`src/rtl/motor_pkg.sv`:
```
// Shared motor-drive types and constants, used by the command ramp and the PWM stage.
package motor_pkg;

  localparam int unsigned DUTY_W = 16;
  localparam int unsigned CALC_W = DUTY_W + 1;
  localparam logic [DUTY_W-1:0] PERIOD_DEF = 16'd999;

  typedef enum logic [1:0] {
    IDLE,
    RAMP,
    REVERSE,
    STOP
  } ramp_state_e;

  // Duty value meaning 100 % high for a given period (period+1), saturated to the duty width.
  function automatic logic [DUTY_W-1:0] full_scale(input logic [DUTY_W-1:0] per);
    logic [CALC_W-1:0] sum;
    sum = CALC_W'(per) + CALC_W'(1);
    return sum[DUTY_W] ? {DUTY_W{1'b1}} : sum[DUTY_W-1:0];
  endfunction

endpackage

```
`src/rtl/motor_cmd_ramp_if.sv`:
```
// Host command handshake into the motor command ramp.
interface motor_cmd_ramp_if;

  logic                          cmd_valid;
  logic                          cmd_ready;
  logic [motor_pkg::DUTY_W-1:0]  cmd_duty;
  logic [motor_pkg::DUTY_W-1:0]  cmd_period;
  logic                          cmd_dir;

  modport master (
    output cmd_valid,
    output cmd_duty,
    output cmd_period,
    output cmd_dir,
    input  cmd_ready
  );

  modport slave (
    input  cmd_valid,
    input  cmd_duty,
    input  cmd_period,
    input  cmd_dir,
    output cmd_ready
  );

endinterface

```
`src/rtl/tick_prescaler.sv`:
```
// Free-running divider: tick is high for the one cycle in DIV where the count is DIV-1.
module tick_prescaler #(
  parameter int unsigned DIV = 1000
) (
  input  logic clk,
  input  logic rst_n,
  output logic tick
);

  localparam int unsigned CNT_W = (DIV > 1) ? $clog2(DIV) : 1;
  localparam logic [CNT_W-1:0] LAST = CNT_W'(DIV - 1);

  logic [CNT_W-1:0] cnt;
  logic [CNT_W-1:0] cnt_nxt;

  always_comb begin
    cnt_nxt = (cnt == LAST) ? '0 : cnt + CNT_W'(1);
  end

  // tick is registered so that it is high exactly while cnt == LAST
  always_ff @(posedge clk or negedge rst_n) begin
    if (!rst_n) begin
      cnt  <= '0;
      tick <= (DIV == 1);
    end else begin
      cnt  <= cnt_nxt;
      tick <= (cnt_nxt == LAST);
    end
  end

endmodule

```
`src/rtl/motor_cmd_ramp.sv`:
```
// Slew-rate-limited duty/period/direction command stage feeding the PWM generator.
// Direction reversals always ramp duty to zero before dir flips.
module motor_cmd_ramp #(
  parameter int unsigned                   TICK_DIV   = 1000,
  parameter int unsigned                   STEP       = 16,
  parameter logic [motor_pkg::DUTY_W-1:0]  PERIOD_DEF = motor_pkg::PERIOD_DEF
) (
  input  logic                          clk,
  input  logic                          rst_n,
  motor_cmd_ramp_if.slave               cmd,
  input  logic                          estop,
  output logic [motor_pkg::DUTY_W-1:0]  period,
  output logic [motor_pkg::DUTY_W-1:0]  duty,
  output logic                          dir,
  output logic                          busy
);

  import motor_pkg::*;

  localparam logic [CALC_W-1:0] STEP_C = CALC_W'(STEP);

  ramp_state_e       state, state_nxt;
  logic [DUTY_W-1:0] target, target_nxt;
  logic [DUTY_W-1:0] duty_nxt, period_nxt;
  logic              dir_nxt;
  logic              pending_dir, pending_dir_nxt;
  logic              tick;
  logic              accept;

  logic [DUTY_W-1:0] fs;
  logic [DUTY_W-1:0] cmd_target;
  logic [DUTY_W-1:0] duty_clamp;
  logic [DUTY_W-1:0] goal;
  logic [DUTY_W-1:0] stepped;
  logic [CALC_W-1:0] duty_w, goal_w, diff;

  tick_prescaler #(.DIV(TICK_DIV)) u_tick (
    .clk   (clk),
    .rst_n (rst_n),
    .tick  (tick)
  );

  assign cmd.cmd_ready = !estop && (state != STOP);
  assign accept        = cmd.cmd_valid && cmd.cmd_ready;

  // One rate-limited step toward goal; REVERSE always heads for zero.
  always_comb begin
    goal   = (state == REVERSE) ? '0 : target;
    duty_w = CALC_W'(duty);
    goal_w = CALC_W'(goal);
    diff   = '0;
    if (goal_w >= duty_w) begin
      diff    = goal_w - duty_w;
      stepped = (diff <= STEP_C) ? goal : DUTY_W'(duty_w + STEP_C);
    end else begin
      diff    = duty_w - goal_w;
      stepped = (diff <= STEP_C) ? goal : DUTY_W'(duty_w - STEP_C);
    end
  end

  // Command clamping against the new period's 100 % value.
  always_comb begin
    fs         = full_scale(cmd.cmd_period);
    cmd_target = (cmd.cmd_duty > fs) ? fs : cmd.cmd_duty;
    duty_clamp = (duty > fs) ? fs : duty;
  end

  always_comb begin
    state_nxt       = state;
    target_nxt      = target;
    duty_nxt        = duty;
    period_nxt      = period;
    dir_nxt         = dir;
    pending_dir_nxt = pending_dir;

    if (estop) begin
      duty_nxt   = '0;
      target_nxt = '0;
      state_nxt  = STOP;
    end else if (state == STOP) begin
      state_nxt = IDLE;
    end else if (accept) begin
      // Accept wins over a coincident tick: that tick produces no step.
      period_nxt = cmd.cmd_period;
      target_nxt = cmd_target;
      duty_nxt   = duty_clamp;
      if ((cmd.cmd_dir == dir) || (duty_clamp == '0)) begin
        dir_nxt   = cmd.cmd_dir;
        state_nxt = RAMP;
      end else begin
        pending_dir_nxt = cmd.cmd_dir;
        state_nxt       = REVERSE;
      end
    end else begin
      case (state)
        RAMP: begin
          if (duty == target) begin
            state_nxt = IDLE;
          end else if (tick) begin
            duty_nxt = stepped;
          end
        end
        REVERSE: begin
          if (duty == '0) begin
            dir_nxt   = pending_dir;
            state_nxt = RAMP;
          end else if (tick) begin
            duty_nxt = stepped;
          end
        end
        default: ;
      endcase
    end
  end

  always_ff @(posedge clk or negedge rst_n) begin
    if (!rst_n) begin
      state       <= IDLE;
      target      <= '0;
      pending_dir <= 1'b0;
      period      <= PERIOD_DEF;
      duty        <= '0;
      dir         <= 1'b0;
      busy        <= 1'b0;
    end else begin
      state       <= state_nxt;
      target      <= target_nxt;
      pending_dir <= pending_dir_nxt;
      period      <= period_nxt;
      duty        <= duty_nxt;
      dir         <= dir_nxt;
      busy        <= (state_nxt != IDLE);
    end
  end

endmodule

```
`src/flat_wrapper.sv`:
```
// flat-port wrapper written by rule: the top's interface ports become plain ports
module motor_cmd_ramp_flat import motor_pkg::*;
#(
  parameter int unsigned                   TICK_DIV   = 1000,
  parameter int unsigned                   STEP       = 16,
  parameter logic [motor_pkg::DUTY_W-1:0]  PERIOD_DEF = motor_pkg::PERIOD_DEF
)
  (clk, rst_n, estop, period, duty, dir, busy, cmd_cmd_valid, cmd_cmd_duty, cmd_cmd_period, cmd_cmd_dir, cmd_cmd_ready);
  motor_cmd_ramp_if cmd_i ();
  input  logic clk;
  input  logic rst_n;
  input  logic estop;
  output logic [motor_pkg::DUTY_W-1:0] period;
  output logic [motor_pkg::DUTY_W-1:0] duty;
  output logic dir;
  output logic busy;
  input wire logic [$bits(cmd_i.cmd_valid)-1:0] cmd_cmd_valid;
  input wire logic [$bits(cmd_i.cmd_duty)-1:0] cmd_cmd_duty;
  input wire logic [$bits(cmd_i.cmd_period)-1:0] cmd_cmd_period;
  input wire logic [$bits(cmd_i.cmd_dir)-1:0] cmd_cmd_dir;
  output wire logic [$bits(cmd_i.cmd_ready)-1:0] cmd_cmd_ready;
  assign cmd_i.cmd_valid = cmd_cmd_valid;
  assign cmd_i.cmd_duty = cmd_cmd_duty;
  assign cmd_i.cmd_period = cmd_cmd_period;
  assign cmd_i.cmd_dir = cmd_cmd_dir;
  assign cmd_cmd_ready = cmd_i.cmd_ready;
  motor_cmd_ramp #(.TICK_DIV(TICK_DIV), .STEP(STEP), .PERIOD_DEF(PERIOD_DEF)) u_core (.clk(clk), .rst_n(rst_n), .cmd(cmd_i), .estop(estop), .period(period), .duty(duty), .dir(dir), .busy(busy));
endmodule
```
`config.mk`:
```
export PLATFORM = sky130hd
export DESIGN_NAME = motor_cmd_ramp_flat
export DESIGN_NICKNAME = d
export VERILOG_FILES = /design/src/rtl/motor_pkg.sv /design/src/rtl/motor_cmd_ramp_if.sv /design/src/rtl/tick_prescaler.sv /design/src/rtl/motor_cmd_ramp.sv /design/src/flat_wrapper.sv
export SDC_FILE = /design/constraint.sdc
export NUM_CORES = 1
export LEC_CHECK = 0
export ABC_AREA = 1
export BUFFER_PORTS_ARGS = -buffer_cell sky130_fd_sc_hd__buf_2
export CAP_MARGIN = 10
export CORE_UTILIZATION = 65
export CTS_CLUSTER_DIAMETER = 120
export DETAILED_ROUTE_END_ITERATION = 7
export MAX_ROUTING_LAYER = met4
export PLACE_DENSITY = 0.86
export SLEW_MARGIN = 20
export SYNTH_ARGS = -nofsm -noshare
export SYNTH_HDL_FRONTEND = slang
export SYNTH_HIERARCHICAL = 1
export SYNTH_SLANG_ARGS = --single-unit
```
`constraint.sdc`:
```
create_clock -name clk -period 5.7 [get_ports clk]
set_clock_uncertainty 0.2 [all_clocks]
set_input_delay 0.57 -clock clk [delete_from_list [all_inputs] [get_ports clk]]
set_output_delay 0.57 -clock clk [all_outputs]
set_load 0.1 [all_outputs]
```
After elaboration in Yosys (flattened, before gate mapping)
Cells that the tools add are included.
W data, S select, Z words.
{ "classes": {"eq_ne": 12, "bitwise": 3, "n_lt_le_gt_ge": 5, "addsub": 6, "mux": 29, "n_reduce_logical": 16} }
{ "op_table": {"columns": ["cell", "n"], "rows": [
  ["$mux W16", 16],
  ["$le A17 B5 Y1 const B", 2],
  ["$sub A16 B16 Y17", 2],
  ["$gt A16 B16 Y1", 2],
  ["$logic_not A16 Y1", 2],
  ["$pmux W16 S2", 1],
  ["$eq A10 B10 Y1 const B", 2],
  ["$add A16 B1 Y17 const B", 1],
  ["$add A16 B5 Y16 const B", 1],
  ["$eq A16 B16 Y1", 1],
  ["$ge A16 B16 Y1", 1],
  ["$sub A16 B5 Y16 const B", 1],
  ["$mux W2", 6],
  ["$add A10 B1 Y10 const B", 1],
  ["$mux W10", 1],
  ["$ne A4 B3 Y1 const B", 2],
  ["$reduce_and A4 Y1", 2],
  ["$reduce_bool A2 Y1", 4],
  ["$ne A2 B2 Y1 const B", 3],
  ["$reduce_and A5 Y1", 1],
  ["$eq A2 B2 Y1 const B", 2],
  ["$mux W1", 4],
  ["$pmux W2 S2", 1],
  ["$reduce_bool A4 Y1", 1],
  ["8 further kinds", 11]
]} }
{ "totals": {"wordCells": 80, "register_bits": 64, "in_bits": 37} }

Depth between registers and ports, before layout
Gate-level depths: netlist of the first run.
{ "depth": {"word_depth": 12, "mapped_depth": 31} }

By module
The synthesis of the first run kept the hierarchy.
{ "modules_own_cells": {"columns": ["module", "seq_area_each_um2", "n_inst", "cells_each", "area_each_um2"], "rows": [
  ["motor_cmd_ramp", 1336.3, 1, 1127, 6881.6],
  ["tick_prescaler", 275.3, 1, 87, 696.9]
]} }

Worst setup path before layout of the first run
OpenSTA, ideal clock, no wires.
{ "synth_path": {"path_kind": "input -> register", "startpoint": "in cmd_cmd_period[0]", "endpoint": "reg u_core.dir", "setup_slack_ns": 1.923, "required_time_ns": 5.378, "arrival_time_ns": 3.455, "cell_stages": 25, "path_buffers": 2, "path_cell_list": "ha_1 -> nand3_2 -> nor2_2 -> nand2_2 -> buf_4 -> inv_1 -> nor3_1 -> ha_1 -> a21oi_1 -> nor2_1 -> a21oi_1 -> o21ai_0 -> nor3_1 -> nand2_4 -> buf_4 -> nand3_1 -> nand2_1 -> nor2_1 -> nand2_1 -> nor2_1 -> nand2_1 -> nand2_2 -> nand2_1 -> nand2_1 -> nand2_1"} }
{ "synth_via": {"elab_chain_len": 8} }
{ "synth_lines": {"columns": ["item", "line_no", "text"], "rows": [
  ["from (decl)", "flat_wrapper.sv:19", "input wire logic [$bits(cmd_i.cmd_period)-1:0] cmd_cmd_period;"],
  ["$add A16 B1 Y17 *", "motor_pkg.sv:18", "sum = CALC_W'(per) + CALC_W'(1);"],
  ["$mux W16 *", "motor_pkg.sv:19", "return sum[DUTY_W] ? {DUTY_W{1'b1}} : sum[DUTY_W-1:0];"],
  ["$gt A16 B16 Y1", "motor_cmd_ramp.sv:65", "duty_clamp = (duty > fs) ? fs : duty;"],
  ["$mux W16 *", "motor_cmd_ramp.sv:65", null],
  ["$logic_not A16 Y1 *", "motor_cmd_ramp.sv:87", "if ((cmd.cmd_dir == dir) || (duty_clamp == '0)) begin"],
  ["$logic_or A1 B1 Y1 *", "motor_cmd_ramp.sv:87", null],
  ["$ne A2 B2 Y1 (no source line) *", null, null],
  ["$reduce_and A5 Y1 (no source line) *", null, null],
  ["to (signal assigned)", "motor_cmd_ramp.sv:131", "dir <= dir_nxt;"],
  ["to (decl)", "motor_cmd_ramp.sv:14", "output logic dir,"]
]} }
Every way passes the cells marked *; elsewhere a longest branch is shown, timed or not.
A chain may end at the register's enable or synchronous reset.

Final worst setup path of the first run
{ "layout_path": {"startpoint": "reg u_core.state[0]", "endpoint": "reg u_core/duty[3] (netlist bit)"} }
{ "layout_via": {"elab_chain_len": 12, "word_cells_on_any_way": 27, "classes_between": "2 x add/sub; 3 x order compare; 7 x eq/ne; 11 x mux; 4 x reduce/logical"} }
{ "layout_lines": {"columns": ["item", "line_no", "text"], "rows": [
  ["from (decl)", "motor_cmd_ramp.sv:22", "ramp_state_e state, state_nxt;"],
  ["from (signal assigned)", "motor_cmd_ramp.sv:126", "state <= state_nxt;"],
  ["$eq A2 B2 Y1", "motor_cmd_ramp.sv:48, motor_cmd_ramp.sv:95", null],
  ["$mux W16", "motor_cmd_ramp.sv:48", "goal = (state == REVERSE) ? '0 : target;"],
  ["$sub A16 B16 Y17 (on tied branches)", "motor_cmd_ramp.sv:56, motor_cmd_ramp.sv:53", null],
  ["$le A17 B5 Y1 (on tied branches)", "motor_cmd_ramp.sv:57, motor_cmd_ramp.sv:54", null],
  ["$mux W16 (on tied branches)", "motor_cmd_ramp.sv:57, motor_cmd_ramp.sv:54", null],
  ["$mux W16", "motor_cmd_ramp.sv:52", "if (goal_w >= duty_w) begin"],
  ["$mux W16", "motor_cmd_ramp.sv:99, motor_cmd_ramp.sv:107", null],
  ["$mux W16 (on tied branches)", "motor_cmd_ramp.sv:104, motor_cmd_ramp.sv:97", null],
  ["$pmux W16 S2", "motor_cmd_ramp.sv:95", "case (state)"],
  ["$mux W16", "motor_cmd_ramp.sv:82", "end else if (accept) begin"],
  ["$mux W16", "motor_cmd_ramp.sv:80", "end else if (state == STOP) begin"],
  ["$mux W16", "motor_cmd_ramp.sv:76", "if (estop) begin"],
  ["to (signal assigned)", "motor_cmd_ramp.sv:130", "duty <= duty_nxt;"],
  ["to (decl)", "motor_cmd_ramp.sv:13", "output logic [motor_pkg::DUTY_W-1:0] duty,"]
]} }
Parallel ways exist; a longest one is shown, timed or not. The select of a mux whose other input is x is not followed.

==> flow_results.org, run 1 <==
** Floorplanning
- Count of boundary I/O pins :: between 70 and 80
- Die Area :: approximately 12000 µm²
- Die X-Extent :: roughly 110 µm
- Floorplan Core Area :: roughly 11000 µm²
- Starting density of the core :: ~67%
- The floorplan has 39 rows.
- Die height :: between 100 and 150 µm

** Detailed routing
- Drt drc :: 0
- Dividing the detail-routed via count by the number of cells gives a little under 6.
- Vias post-DR :: a little over 8000
- Avg WL per Cell :: 15.6 µm
- DRC violation total after the first TritonRoute iteration :: 929
- Once detail routing completed, the nets flagged for antenna violations numbered 0.
- First-pass DRT Iterations :: 6
- Routed wire length :: ~22 mm

** Cells and area
- Post-layout nets :: 1370
- Number of fill cells :: 980
- Summing all flip-flop and latch instances after layout gives roughly 1600 µm².
- The multi-input combinational cells in the finished layout cover a total of a little over 5000 µm².
- The repair_antennas step left the layout with diodes totalling 0.
- Compared with the post-synthesis result, the final layout area differs by 9.13%.
- Share of post-route cells with drive strength above 1 :: about an eighth
- Final standard cell count with taps included and fillers excluded :: around 1400

** Worst setup path
- The worst setup path is captured at a flop.
- R2R setup slack :: 1.19 ns
- Total buffers and inverters traversed by the critical path :: 4
- Most Frequent Cell on Critical Path :: sky130_fd_sc_hd__nand2_1
- In this run the critical register-to-register path is launched from u_core/state[0]$_DFF_PN0_.
- Delay contributed by the slowest stage of the critical path :: about 0.50 ns
- Measured in cells, the most critical reg-to-reg path has a length of 22.
- Worst Path Class, Setup :: flop to flop
- Among cell families on the critical path, the largest total delay comes from simple AND/OR/NAND/NOR gates.
- Critical-path cell list :: inv_1 > ha_1 > inv_1 > nand2_1 > inv_1 > ha_1 > inv_1 > o21ai_1 > a21oi_1 > nor2_1 > nor3_1 > nand2_1 > nand2_1 > nand2_1 > nor2_1 > nand2_1 > nor2_4 > nand2_2 > nand3_1 > nand2_1 > nor2_1 > nor2_1
- FF-to-FF End :: u_core/duty[3]$_DFFE_PN0P_
- For the worst setup path, the data required time is 5.71 ns.
- Critical path peak fanout :: 15
- Startpoint type of the worst setup path :: flop
- Among all stages on the critical path, the largest delay is contributed by sky130_fd_sc_hd__ha_1.
- Worst EP arrival :: 4.53 ns

** STA
- The number of max-slew violations in the final report came to 0.
- Static timing analysis puts the maximum clock frequency at roughly 0.22 GHz.
- TNS Setup :: 0 ns
- At the pin with the least slew margin, the transition time is around 0.85 ns.
- Final cycle utilization of the critical path :: roughly four fifths
- Slew Limit Headroom :: 43.3%
- Setup repair after global routing left no endpoint under its margin.
- Once routing completed, OpenROAD measured the worst setup slack at 1.19 ns.
- Setup violations remaining at the end of the flow were counted as 0.
- After layout, the minimum clock period comes to between 4 and 5 ns.
- Total count of hold-check failures in the final report :: 0

** Global route
- Entering global routing, the biggest net connects 65 pins.
- The first global-routing pass estimated between 30 and 40 mm of wire.
- Vias in the first global route :: just under 8000
- For this run the aggregate overflow at the end of global routing stands at 0.
- Global routing used 39.4% of the available tracks.
- The number of antenna violations at the first check in global routing came to 0.

** CTS
- CTS clock-pin slew for the worst setup and hold paths :: about 0.06 ns
- Clock tree root buffer cell :: sky130_fd_sc_hd__clkbuf_16
- Gates resized during post-CTS repair numbered 0.
- Buffers inserted by post-CTS timing repair :: 0
- Buffers inserted during clock tree synthesis total 9.
- Total of hold buffers inserted after clock tree synthesis :: 0
- The H-tree generated during clock tree synthesis spans 3 levels.
- Sinks on the clock net :: 64
- TritonCTS built the clock tree.
- Max clock buf depth :: 2
- At the later pin of the worst-skew pair, clock insertion delay measures about 0.34 ns.

** Yosys
- Top-count cell post-synth :: sky130_fd_sc_hd__nand2_1
- After synthesis the netlist holds a flip-flop and latch count of 64.
- Counting flops with a built-in enable in the synthesized netlist gives 0.
- Synthesized cell area :: around 7600 µm²
- Top cells by area in the synthesized netlist :: sky130_fd_sc_hd__dfrtp_1 (18%), sky130_fd_sc_hd__nand2_1 (17%), sky130_fd_sc_hd__ha_1 (12%)
- Fraction of synthesis flops using an asynchronous set or reset pin :: 100%
- Sorting the synthesized cells by how often they occur yields sky130_fd_sc_hd__nand2_1 (337), sky130_fd_sc_hd__inv_1 (174), sky130_fd_sc_hd__nor2_1 (120).
- Share of synthesized area occupied by flip-flops and latches :: between 20% and 30%
- Net Count, Synth :: 1321
- The biggest area contributor in the post-synthesis netlist is sky130_fd_sc_hd__dfrtp_1.
- During synthesis, Yosys emitted a total of 6 warnings.
- Among all flip-flop cells after synthesis, the most frequent one is sky130_fd_sc_hd__dfrtp_1.
- Synthesis produced a netlist whose cell count is 1214.
- The netlist uses 53 different library cells.
- Summed over its instances, the top area cell type makes up between 10% and 20% of the synthesized netlist area.
- Synthesized area per cell :: 6.24 µm²

** Pwr
- Leakage :: 4.63 nW
- Total design power :: ~0.005 W
- PD cells :: around 620 nW/µm²
- The worst-case IR drop observed on VDD is ~0.00049 V.

** Run status
- Outcome :: finished, final reports clean

** Place
- Port buffering added 71 buffers.
- Place WS :: between 1 and 1.5 ns
- HPWL reported at the end of detailed placement :: around 17 mm
- Routability Congestion :: 1.08
- The number of placed instances, taps included, is 1395.

** Worst hold path
- Type of the tightest min-delay check :: input pin to asynchronous set/reset pin

** Flow run
- Max-cap violations :: 0
[metal layers]
metal  GRT usage, %  wire (µm)
met2           64.0      10200
met3           6.17       1750
met4           21.0       1080
met5              -          0
met1           47.2       9030
[sequential cells by signal (all words and copies together), names as in the netlist]
register / count
u_core/busy: 1
u_core/dir: 1
u_core/duty: 16
u_core/pending_dir: 1
u_core/period: 16
u_core/state: 2
u_core/target: 16
u_core/u_tick/cnt: 10
u_core/u_tick/tick: 1
[where the power goes]
part           switching, W  total (W)  internal (W)  leakage, nW
logic               0.00267    0.00369       0.00102         3.68
clock network      0.000208   0.000571      0.000363        0.145
registers          0.000226   0.000830      0.000604        0.804
total               0.00311    0.00510       0.00199         4.63
[how the worst max path moves through the flow]
stage / startpoint / endpoint / slack, ns / depth (start not counted)
2_1_floorplan: cmd_cmd_period[0] / u_core/dir$_DFFE_PN0P_ / 1.92 / 25
3_3_place_gp: cmd_cmd_period[0] / u_core/busy$_DFF_PN0_ / 1.24 / 24
3_5_place_dp: cmd_cmd_period[0] / u_core/busy$_DFF_PN0_ / 1.21 / 24
4_1_cts: u_core/state[0]$_DFF_PN0_ / u_core/duty[3]$_DFFE_PN0P_ / 1.35 / 21
5_1_grt: u_core/state[0]$_DFF_PN0_ / u_core/duty[3]$_DFFE_PN0P_ / 0.88 / 21
6_report: u_core/state[0]$_DFF_PN0_ / u_core/duty[3]$_DFFE_PN0P_ / 1.19 / 22
[per-stage QoR]
step	util, %	hold WS, ns	area (µm²)
after CTS	72.7	0.254	8270
after floorplan	-	0.0744	7580
after detailed placement	70.0	0.255	7960
after global routing	72.7	0.261	8270
after global placement	70.0	0.252	7960
final	72.7	0.223	8270
[kinds of logic (layout without fill, tap and decap cells)]
| logic type | count (synthesis) | after routing | synth area share, % |
|---|---|---|---|
| AO/OA/AOI/OAI | 149 | 149 | 11.3 |
| XOR/XNOR | 50 | 50 | 5.78 |
| adder cells (fa/ha/maj) | 70 | 70 | 11.6 |
| buffers and inverters | 226 | 280 | 11.9 |
| flip-flops | 64 | 64 | 21.3 |
| AND/OR/NAND/NOR | 655 | 655 | 38.2 |
[final cells by class]
cell class              count  share of cell area, %
flip-flops and latches     64                   19.5
clock buffers              12                   3.10
well taps                 143                   2.16
repair buffers             77                   4.84
clock inverters             4                  0.651
multi-input cells         924                   61.3
inverters                 187                   8.49
[layout by cell type (no fill, tap or decap), types with 2 or more instances in the layout]
cell type / n
sky130_fd_sc_hd__dfstp_2: 8
sky130_fd_sc_hd__nand2_4: 3
sky130_fd_sc_hd__a21boi_1: 2
sky130_fd_sc_hd__o21ai_0: 54
sky130_fd_sc_hd__a21oi_1: 40
sky130_fd_sc_hd__nor4_1: 3
sky130_fd_sc_hd__a21boi_0: 2
sky130_fd_sc_hd__nand4_1: 14
sky130_fd_sc_hd__buf_2: 71
sky130_fd_sc_hd__nor2_1: 120
sky130_fd_sc_hd__o21bai_1: 8
sky130_fd_sc_hd__nor2_4: 6
sky130_fd_sc_hd__o211ai_1: 5
sky130_fd_sc_hd__a21oi_2: 2
sky130_fd_sc_hd__o21ai_1: 11
sky130_fd_sc_hd__xor2_1: 43
sky130_fd_sc_hd__nor2_2: 8
sky130_fd_sc_hd__clkbuf_8: 2
sky130_fd_sc_hd__dfrtp_1: 56
sky130_fd_sc_hd__nand2_2: 15
sky130_fd_sc_hd__inv_1: 174
sky130_fd_sc_hd__nand3_2: 5
sky130_fd_sc_hd__nand3b_1: 6
sky130_fd_sc_hd__clkbuf_16: 9
sky130_fd_sc_hd__nor3_1: 23
sky130_fd_sc_hd__ha_1: 70
sky130_fd_sc_hd__clkinv_1: 4
sky130_fd_sc_hd__nand2_1: 337
sky130_fd_sc_hd__xnor2_1: 7
sky130_fd_sc_hd__a211oi_1: 3
sky130_fd_sc_hd__o22ai_1: 13
sky130_fd_sc_hd__inv_2: 9
sky130_fd_sc_hd__buf_4: 6
sky130_fd_sc_hd__nand3_1: 106
sky130_fd_sc_hd__clkinvlp_4: 2
No activity file was read; power rests on OpenSTA's default activity.
==> inputs of run 2 (changes only) <==
Settings changed: ABC_AREA 1 to 0, CORE_UTILIZATION 65 to 61, PLACE_DENSITY 0.86 to 0.82.
Clock period 5.7 ns to 4.6 ns, I/O delays scaled along.
==> run 2 against run 1 <==
Net effect:
- sequential cell count did not move
- largest power group unchanged
- via count fell by 3.8%
- highest routed layer unchanged
- fmax rose by 2.1%
- sequential share of layout area fell by 0.68 points
- critical path depth fell by 6
- die area rose by 0.70%
- critical endpoint is now u_core/duty[8]$_DFFE_PN0P_
- critical path type unchanged
- utilization rose by 2.3 points
==> flow_results.org, run 2 <==
** Run status
- Outcome :: finished, final reports clean

** Detailed routing
- Routed wire length :: approximately 24 mm
- The count of nets left with antenna violations once routing finished came out at 0.
- Drt drc :: 0
- Avg WL per Cell :: between 15 and 20 µm
- DR vias/cell :: around 6.6
- Vias post-DR :: slightly below 8000
- First-pass DRT Iterations :: 5
- DRC violation total after the first TritonRoute iteration :: between 1000 and 1500

** Floorplanning
- Die height :: 110 µm
- 72 I/O pins were placed.
- Standard-cell rows :: 39
- Starting density of the core :: roughly 63%
- The total area inside the core boundary comes to ~11000 µm².
- In this run the horizontal extent of the chip is roughly 110 µm.
- Die Area :: between 10000 and 15000 µm²

** Yosys
- In the synthesized netlist the dominant register cell turns out to be sky130_fd_sc_hd__dfrtp_1.
- Fraction of synthesis flops using an asynchronous set or reset pin :: between 90% and 100%
- Synthesized area per cell :: about 7.7 µm²
- Synth Instances :: 930
- Measured against the total synthesized area, the mux share comes to under 10%.
- Largest family of logic cells by synthesized area :: compound AO/OA/AOI/OAI gates
- Of the synthesized area, sequential elements account for between 20 and 25%.
- The commonest cells after synthesis are sky130_fd_sc_hd__nand2_1 (116), sky130_fd_sc_hd__ha_1 (70), sky130_fd_sc_hd__inv_1 (68), sky130_fd_sc_hd__o21ai_0 (68), sky130_fd_sc_hd__a21oi_1 (62).
- Number of enable flip-flop cells after synthesis :: 0
- The synthesized netlist devotes around a quarter of its cell area to simple gates.
- Adder and majority cell fraction of the synthesized area :: between 10% and 20%
- Net Count, Synth :: between 1000 and 1500
- The share of synthesized area in the top cell type comes to 19.6%.
- Number of unique standard cell types used by synthesis :: between 80 and 90
- In the post-synthesis netlist, the cell with the most instances is sky130_fd_sc_hd__nand2_1.
- Synthesized cell area :: approximately 7200 µm²
- Xor and xnor fraction of the mapped netlist area :: ~5.7%
- Counting flops and latches in the post-synthesis netlist gives 64.
- Top cells by area in the synthesized netlist :: sky130_fd_sc_hd__dfrtp_1 (20%), sky130_fd_sc_hd__ha_1 (12%), sky130_fd_sc_hd__nand2_1 (6.1%)
- The synthesized netlist devotes 25.8% of its cell area to compound gates.
- The largest total area in the synthesized netlist belongs to sky130_fd_sc_hd__dfrtp_1.
- Yosys printed 6 warnings.

** Cells and area
- Top library cells by usage in the layout, fill and taps aside :: sky130_fd_sc_hd__nand2_1 (116), sky130_fd_sc_hd__buf_4 (88), sky130_fd_sc_hd__buf_2 (71)
- In the final layout, the registers with the most flip-flops are u_core/duty: 16 flops, u_core/period: 16 flops, u_core/target: 16 flops.
- Commonest non-fill, non-tap cell in the layout :: sky130_fd_sc_hd__nand2_1
- Summing all multi-input logic gate instances after layout gives around 5100 µm².
- After routing the design area is about 8600 µm².
- Summing all flip-flop and latch instances after layout gives 1610 µm².
- Layout overhead on the synthesized area :: 19.7%
- Ant diodes :: 0
- In the final design database the tool counted 1165 nets.
- Number of fill cells :: 890
- Share of post-route cells with drive strength above 1 :: between 15 and 20%

** Global route
- The first global-routing pass estimated about 38 mm of wire.
- For this run the aggregate overflow at the end of global routing stands at 0.
- The number of antenna violations at the first check in global routing came to 0.
- Total routing resource utilization after global routing :: between 40% and 50%
- The via count of the first global-routing pass was between 7000 and 8000.
- Entering global routing, the biggest net connects 65 pins.

** STA
- The clock period could shrink to 4.42 ns.
- Upper clock frequency limit :: roughly 0.23 GHz
- TNS Setup :: 0 ns
- Setup Viol. Count Final :: 0
- Final cycle utilization of the critical path :: a little over nine tenths
- Slew Limit Headroom :: a little over two fifths
- The number of max-slew violations in the final report came to 0.
- Total count of hold-check failures in the final report :: 0
- For the pin with the worst max-slew slack, the measured transition is 0.853 ns.
- RSZ-0062 raised after global routing :: no

** Worst setup path
- Kind of capture point of the worst setup path :: flop
- FF-to-FF End :: u_core/duty[8]$_DFFE_PN0P_
- Critical-path cell list :: inv_1 > ha_2 > nand2b_1 > inv_1 > ha_1 > a21o_1 > a21oi_1 > a21oi_1 > a2111oi_1 > o2111ai_2 > buf_4 > nor4_4 > buf_4 > a22oi_1 > o21ai_0 > or3b_1
- The worst register-to-register path begins at u_core/state[0]$_DFF_PN0_.
- Together, buffers and inverters on the worst path number 4.
- CP delay by family, top :: compound AO/OA/AOI/OAI gates
- Slowest cell on the critical path :: sky130_fd_sc_hd__a2111oi_1
- The worst setup path is launched from a flop.
- Worst Path Class, Setup :: flop to flop
- CP Data Required Time :: around 4.6 ns
- Counting cells, the worst reg-to-reg path comes to 16.
- Critical path peak fanout :: 12
- Delay contributed by the slowest stage of the critical path :: between 0.4 and 0.5 ns
- R2R setup slack :: ~0.18 ns
- Data arrives at the worst endpoint at between 4 and 5 ns.

** Worst hold path
- Type of the tightest min-delay check :: input pin to asynchronous set/reset pin

** CTS
- Sinks on the clock net :: 64
- H-tree depth :: 3
- Clock tree root buffer cell :: sky130_fd_sc_hd__clkbuf_16
- TritonCTS clock tree :: done
- Clk Latency, worst-skew pair :: 0.34 ns
- Max clock buf depth :: 2
- Post-CTS repair changed the size of 0 cells.
- Post-CTS timing repair inserted 0 buffers for setup.
- TritonCTS Buffers :: 9
- CTS clock-pin slew for the worst setup and hold paths :: roughly 0.06 ns
- Total of hold buffers inserted after clock tree synthesis :: 0

** Pwr
- Summing internal, switching and leakage power gives roughly 0.0055 W.
- Leakage :: between 4 and 5 nW
- For this design the ratio of total power to cell area is 641 nW/µm².
- The worst-case IR drop observed on VDD is between 0.0005 and 0.0006 V.

** Place
- Once placement finished, the instance area stood at slightly above 8000 µm².
- Number of buffer cells added on primary ports :: 71
- Routability Congestion :: between 0.9 and 1
- After legalization and detailed placement, the total HPWL measured between 15 and 20 mm.

** Flow run
- Max-cap violations :: 0
run 2: cell count changes in the layout (fill, tap and decap cells not counted), moves of 15 or more:
cell and delta:
sky130_fd_sc_hd__nand2_1 -221, sky130_fd_sc_hd__inv_1 -106, sky130_fd_sc_hd__buf_4 +82, sky130_fd_sc_hd__nand3_1 -80
sky130_fd_sc_hd__nor2_1 -75, sky130_fd_sc_hd__xor2_1 -32, sky130_fd_sc_hd__xnor2_1 +29, sky130_fd_sc_hd__nand2b_1 +23
sky130_fd_sc_hd__a21oi_1 +22, sky130_fd_sc_hd__mux2i_1 +19, sky130_fd_sc_hd__nand2_2 -15
run 2: final cells by class:
class	count	share of cell area [%]
inverter	69	3.02
tap	143	2.09
timing repair buffer	160	12.1
clock inverter	6	1.36
sequential	64	18.8
clock buffer	10	2.79
multi-input combinational	754	59.9
run 2: kinds of logic after synthesis:
family          Yosys count
compound gates          275
xor+xnor                 47
fa+ha+maj                70
buf+inv                 112
flops                    64
mux                      22
simple gates            340
run 2: report_power, final:
| group | internal (W) | switching [W] |
|---|---|---|
| Sequential | 0.000716 | 0.000103 |
| Clock | 0.000547 | 0.000269 |
| Combinational | 0.00133 | 0.00253 |
run 2: worst max-delay path by stage:
| stage | end | cells past startpoint | from | slack, ns |
|---|---|---|---|---|
| floorplan | u_core/duty[15]$_DFFE_PN0P_ | 14 | u_core/duty[8]$_DFFE_PN0P_ | 0.02 |
| global placement | u_core/duty[8]$_DFFE_PN0P_ | 16 | cmd_cmd_period[8] | 0.11 |
| detailed placement | u_core/duty[8]$_DFFE_PN0P_ | 17 | cmd_cmd_period[8] | 0.006 |
| CTS | u_core/duty[1]$_DFFE_PN0P_ | 15 | u_core/state[0]$_DFF_PN0_ | 0.16 |
| global route | u_core/duty[11]$_DFFE_PN0P_ | 16 | u_core/state[0]$_DFF_PN0_ | 0.02 |
| finish | u_core/duty[8]$_DFFE_PN0P_ | 16 | u_core/state[0]$_DFF_PN0_ | 0.18 |
run 2: worst reg2reg max path: cells and delay by family, from the launching register on:
kind / cells / cell delay [ns]
AOI/OAI and AO/OA: 7 / 1.62
buffers and inverters: 4 / 0.58
and+or+nand+nor: 3 / 0.87
DFF: 1 / 0.38
adders and majority gates: 2 / 0.66
run 2: per-layer routing:
| layer | part of all wire (%) | vias to the layer above | GRT usage, % | routed length [µm] |
|---|---|---|---|---|
| li1 | - | 3650 | - | - |
| met1 | 39 | 3662 | 48.9 | 9390 |
| met2 | 46 | 476 | 67.5 | 11100 |
| met3 | 8.1 | 149 | 8.52 | 1950 |
| met4 | 6.8 | 0 | 27.5 | 1640 |
| met5 | 0 | - | - | 0 |
run 2: metrics by stage:
stage	setup WS [ns]	hold WS (ns)	instances	util (%)
final	0.181	0.102	1206	75.1
after global routing	0.0216	0.169	1206	75.1
after CTS	0.162	0.129	1206	74.8
after detailed placement	0.00615	0.248	1190	71.7
after global placement	0.113	0.242	1190	71.7
after floorplan	0.0193	-0.0356	930	-
